<file path="src/rtl/imul_iter_ctrl.sv">
// imul_iter_ctrl: FSM sequencing the iterative shift-and-add multiplier datapath
module imul_iter_ctrl #(
  parameter int p_nbits = 32
) (
  input  logic clk,
  input  logic reset,
  input  logic istream_val,
  output logic istream_rdy,
  output logic ostream_val,
  input  logic ostream_rdy,
  input  logic b_lsb,
  output logic a_en,
  output logic b_en,
  output logic result_en,
  output logic a_mux_sel,
  output logic b_mux_sel,
  output logic result_mux_sel,
  output logic add_mux_sel
);
  localparam int cw = ($clog2(p_nbits) > 1) ? $clog2(p_nbits) : 1;
  localparam logic [cw-1:0] last = cw'(p_nbits - 1);
  localparam logic [1:0] s_idle = 2'd0;
  localparam logic [1:0] s_calc = 2'd1;
  localparam logic [1:0] s_done = 2'd2;
  logic [1:0] state;
  logic [cw-1:0] cnt;
  logic idle, calc, done;
  always_ff @(posedge clk)
    if (reset) begin
      state <= s_idle;
      cnt   <= '0;
    end else
      case (state)
        s_idle: if (istream_val) begin
          state <= s_calc;
          cnt   <= '0;
        end
        s_calc: begin
          cnt <= (cnt == last) ? '0 : cnt + 1'b1;
          if (cnt == last) state <= s_done;
        end
        s_done: if (ostream_rdy) state <= s_idle;
        default: begin
          state <= s_idle;
          cnt   <= '0;
        end
      endcase
  // decoded states are gated by reset so every output is 0 while it is held
  assign idle = !reset && state == s_idle;
  assign calc = !reset && state == s_calc;
  assign done = !reset && state == s_done;
  assign istream_rdy    = idle;
  assign ostream_val    = done;
  assign a_en           = calc || (idle && istream_val);
  assign b_en           = a_en;
  assign result_en      = a_en;
  assign a_mux_sel      = idle;
  assign b_mux_sel      = idle;
  assign result_mux_sel = idle;
  assign add_mux_sel    = calc && b_lsb;
endmodule

</file>
<file path="config.mk">
export PLATFORM = sky130hd
export DESIGN_NAME = imul_iter_ctrl
export DESIGN_NICKNAME = d
export VERILOG_FILES = /design/src/rtl/imul_iter_ctrl.sv
export SDC_FILE = /design/constraint.sdc
export NUM_CORES = 1
export LEC_CHECK = 0
export ABC_CLOCK_PERIOD_IN_PS = 4900
export CAP_MARGIN = 0
export CORE_AREA = 2 2 39 41
export DETAILED_ROUTE_END_ITERATION = 12
export DIE_AREA = 0 0 41 43
export GPL_TIMING_DRIVEN = 0
export HOLD_SLACK_MARGIN = 0.05
export PLACE_DENSITY = 0.63
export REMOVE_ABC_BUFFERS = 1
export SLEW_MARGIN = 30
export SYNTH_ARGS = -nofsm -noshare
export SYNTH_HDL_FRONTEND = slang
export SYNTH_SLANG_ARGS = --single-unit
</file>
<file path="constraint.sdc">
create_clock -name clk -period 4.9 [get_ports clk]
set_input_delay 0.98 -clock clk [delete_from_list [all_inputs] [get_ports clk]]
set_output_delay 0.98 -clock clk [all_outputs]
set_load 0.01 [all_outputs]
</file>
==> impl_metrics.ini <==
[route]
dr.pass1.iters = 4
wl_um = 786
ant_nets = 0
top_layer_used = met3
wl_met3_um = 39
wl_met1_um = 345
vias = 369
drtIter0Drc = 5
via_per_inst = 4.986
routedWlPerCell_um = 10.62
met2_length_um = 402
drcViolationCount = 0

[cells_and_area]
drive_gt1_share_pct = 8.621
final_common_cell = clkdlybuf4s50_1
area_growth_syn_to_layout_pct = 26.09
finalInstanceArea_um2 = 544.3
antennaDiodeCount = 0
fin_nets = 66
layout_common_cells = clkdlybuf4s50_1, dfxtp_1, nor2_1, nor3_1

[synthesis]
ys_async_sr_fraction_pct = 0
synth_edf_count = 0
ys_ff_latch = 7
syn_inst = 49
syn_avg_cell_area_um2 = 8.809
synth-main-ff-cell = dfxtp_1
synth.distinct_cells = 23
syn_area_um2 = 431.7
ys_warn_count = 0
yosysSeqAreaShare_pct = 32.46

[critical_path]
critPathBufInv = 2
crit_start = reset
reg2reg_depth = 6
max_stage_delay_ns = 0.61
crit_top_cell = clkdlybuf4s50_1
r2r_start = cnt[0]
cp.depth = 3
cp_top_family = buffers and inverters
worst_ep_required_time_ns = 3.92
critPathLaunchType = primary input
crit_end = b_mux_sel
crit_fanout = 11
crit_slowest_cell = clkdlybuf4s50_1
arrival_ns = 2.59
r2r_slack_ns = 3.15
crit_path_cell_trace = clkdlybuf4s50_1, nor3_1, clkdlybuf4s50_1
critPathKind = primary input to primary output
end_kind = primary output
reg2reg_to = cnt[3]

[clock_tree]
numCtsBuffers = 3
clk_pin_slew_ns = 0.05
cts_hold_buf = 0
cts_resized = 0
htree_num_levels = 1
cts.sinks = 7
insertion_delay_ns = 0.24
cts_setup_buffers = 0
cts_tree = built
clock-root-buffer = clkbuf_4
clockBufferDepth = 2

[global_route]
grt_overflow = 0
grt_pass1_vias = 317
grt_pass1_wl_um = 1242
track_usage_pct = 10.15
antenna_found_initial = 0
grt_max_degree = 12

[floorplan]
dieWidth_um = 41
rows = 14
core_mm2 = 0.001384
chipHeight_um = 43
initial_core_util_pct = 31.19
dieArea_mm2 = 0.001763
num_io_pins = 14

[job]
maxCapViolations = 0

[pwr]
power.leakage_nw = 0.2019
power.density_mw_per_mm2 = 257.5
peakVddDrop_v = 0.00008397

[placement]
portBuffers = 13
place_area_um2 = 518.0
gp_congestion = 0.7027
dp_hpwl_um = 620.7

[timing]
fmax_ghz = 0.2799
skew_ns = 0.0006306
final_hold_viol_count = 0
setup_viol = 0
min_period_over_period_pct = 72.92
relSlewSlack_pct = 72.34
rsz0062_at_grt = false
slew_viol_final = 0
tightest_slew_ns = 0.4136
fin_crit_ns = 3.573
setup_tns_ns = 0

[hold_path]
min_path_type = register to register

[run_status]
outcome = completed
==> how the worst min path moves through the flow <==
| stage | depth (start not counted) | startpoint | end | slack [ns] |
|---|---|---|---|---|
| floorplan | 1 | cnt[3] | cnt[3] | 0.46 |
| global placement | 1 | cnt[3] | cnt[3] | 0.49 |
| detailed placement | 1 | cnt[3] | cnt[3] | 0.49 |
| CTS | 1 | cnt[3] | cnt[3] | 0.50 |
| global route | 1 | cnt[3] | cnt[3] | 0.53 |
| finish | 1 | cnt[3] | cnt[3] | 0.50 |
==> worst register-to-register path, cell delays in order (launching register included) <==
cell and delay (ns):
dfxtp_1 0.34, ha_1 0.24, and3_1 0.20, ha_1 0.25, nor3b_4 0.25, a41oi_1 0.16, a311oi_2 0.24
==> cells in the mapped netlist (2+ instances only) <==
master	number	area [µm²]
nand2b_1	2	12.51
buf_6	2	22.52
nand2_1	3	11.26
dfxtp_1	7	140.1
nor2_1	6	22.52
nor3_1	4	20.02
ha_1	2	25.02
a21oi_1	2	10.01
buf_4	5	37.54
a32oi_1	2	17.52
nor2b_1	2	12.51
==> layer usage <==
| metal | GRT usage [%] | vias to the layer above |
|---|---|---|
| met1 | 12.58 | 170 |
| met2 | 15.63 | 7 |
| li1 | - | 192 |
| met4 | 2.000 | 0 |
| met3 | 4.712 | 0 |
| met5 | 0 | - |
==> final cells by class <==
cell class | count | area [µm²]
multi-input combinational | 33 | 224.0
clock buffer | 4 | 26.28
fill | 143 | 839.6
sequential | 7 | 140.1
timing repair buffer | 13 | 130.1
inverter | 1 | 3.754
tap | 16 | 20.02
==> logic make-up after synthesis <==
logic type,count (synthesis),share of synthesized area (%)
AOI/OAI and AO/OA,9,17.10
adders and majority gates,2,5.796
buffers and inverters,9,15.65
DFF,7,32.46
and+or+nand+nor,22,28.99
==> metrics by stage <==
| stage | cells | utilization [%] | hold slack [ns] | setup WS [ns] | power [mW] |
|---|---|---|---|---|---|
| after floorplan | 41 | - | 0.4571 | 2.092 | 0.07436 |
| after global placement | 70 | 37.43 | 0.4890 | 1.327 | 0.08966 |
| after detailed placement | 70 | 37.43 | 0.4919 | 1.308 | 0.08995 |
| after CTS | 74 | 39.33 | 0.5043 | 1.305 | 0.1428 |
| after global routing | 74 | 39.33 | 0.5297 | 1.229 | 0.1491 |
| final | 74 | 39.33 | 0.5007 | 1.327 | 0.1402 |
==> state kept, by name (all words and copies together), names as in the netlist <==
name / flops
cnt: 5
state: 2
==> report_power, final <==
group / total, mW / switching (mW) / internal [mW]
clock network: 0.0518 / 0.0207 / 0.0310
registers: 0.0612 / 0.00265 / 0.0585
logic: 0.0272 / 0.0120 / 0.0152
total: 0.140 / 0.0354 / 0.105
(Power assumes the default switching activity.)
==> edit, RTL diff (same flow settings) <==
Set the parameter `p_nbits` to 64 (it was 32).
--- a/src/rtl/imul_iter_ctrl.sv
+++ b/src/rtl/imul_iter_ctrl.sv
@@ -1,6 +1,6 @@
 // imul_iter_ctrl: FSM sequencing the iterative shift-and-add multiplier datapath
 module imul_iter_ctrl #(
-  parameter int p_nbits = 32
+  parameter int p_nbits = 64
 ) (
   input  logic clk,
   input  logic reset,
Behaviour: no difference found for any inputs over 10 cycles, from zero or initial values and one cycle with reset high; that may be too few to reach the edited logic, so the function may still have changed.
==> edit against the original RTL <==
- combinational power shrank 8.5%
- die area did not move
- worst hold slack better by 0.017 ns
- via count decreased by 3.8%
- synthesized area up 3.8%
- register-to-register slack better by 0.46 ns
- routed wire length rose by 8.1%
- sequential power increased by 14%
- final area increased by 5.1%
- setup slack gained 0.050 ns
- power rose by 3.1%
- non-clock buffer count unchanged
- sequential cell count increased by 1
- critical endpoint is now b_en
- largest power group unchanged
==> edit: results <==
finish:
  drive_gt1_share_pct: 10.0
  nNetsFinal: 68
  largest_registers: "cnt x6, state x2"
  n_fill_cell: 144
yosys:
  synth_compound_area_share_pct: 15.9
  synth.distinct_cells: 20
  synth_xor_area_share_pct: 9.78
  synth_common_cells: "nor2_1, dfxtp_1, buf_4, xor2_1, a22oi_1"
  syn_inst: 51
  synth.area.top_cells: "dfxtp_1, buf_4, nor2_1"
global_route:
  grt_pass1_vias: 308
  grt_pass1_wl_mm: 1.30
  grtUsageTotal_pct: 11.2
timing:
  clock_skew_ns: 0.00147
  fin_crit_ns: 3.52
  tightest_slew_ns: 0.364
placement:
  hpwlAfterDp_um: 666
  globalplace.congestion: 0.646
outcome:
  status: "finished, final reports clean"
detailed_routing:
  vias_per_cell: 4.67
  wl_um: 850
  drt-pass1-iter-count: 2
  wire_per_inst_um: 11.2
  drt_iter0_drc: 3
setup_path:
  arrival_ns: 2.54
  cp_max_fo: 9
  r2r-start: "state[0]"
==> edit: changes by cell type in the layout (fill, tap and decap cells not counted), sizes merged, moves of 2 or more <==
cell    delta
nand2      -2
xor2       +4
o21ai      +2
nor2       +5
a22oi      +2
nor3       -2
a21oi      -2
a32oi      -2
a311oi     -2
==> edit: area by class of cell <==
| type | count | area share, % |
|---|---|---|
| Clock buffer | 3 | 3.94 |
| Multi-Input combinational cell | 36 | 41.8 |
| Sequential cell | 8 | 28.0 |
| Tap cell | 16 | 3.50 |
| Timing Repair Buffer | 13 | 22.8 |
==> edit: critical path: stages <==
cell and delay [ns]:
clkdlybuf4s50_1 0.56, nor3_1 0.40, clkdlybuf4s50_1 0.61
==> edit: layer usage <==
| metal | GRT usage (%) | wire (um) |
|---|---|---|
| met5 | 0 | 0 |
| met4 | 8.00 | 14 |
| met3 | 3.14 | 18 |
| met2 | 16.6 | 412 |
| met1 | 13.2 | 404 |
==> edit: cell families after synthesis <==
kind of cell,after synthesis
AOI/OAI and AO/OA,8
xor gates and xnor gates,5
adders and majority gates,1
buffers and inverters,7
DFF,8
and+or+nand+nor,22
==> edit: power by group <==
group | switching (mW) | internal, mW
Combinational | 0.0103 | 0.0146
Clock | 0.0218 | 0.0280
Sequential | 0.00275 | 0.0670
==> edit: final timing paths <==
path                            cells after the start  slack, ns     end
worst max-delay path                                3       1.38    b_en
worst min-delay path                                2       0.52  cnt[5]
worst max register to register                      4       3.61  cnt[0]
worst min register to register                      2       0.52  cnt[5]
==> edit: per-stage QoR <==
stage | setup slack [ns] | util (%) | cell area, sq um
global route | 1.25 | 41.3 | 572
finish | 1.38 | 41.3 | 572
global placement | 1.39 | 39.7 | 549
detailed placement | 1.33 | 39.7 | 549
floorplan | 2.09 | - | 399
CTS | 1.36 | 41.3 | 572
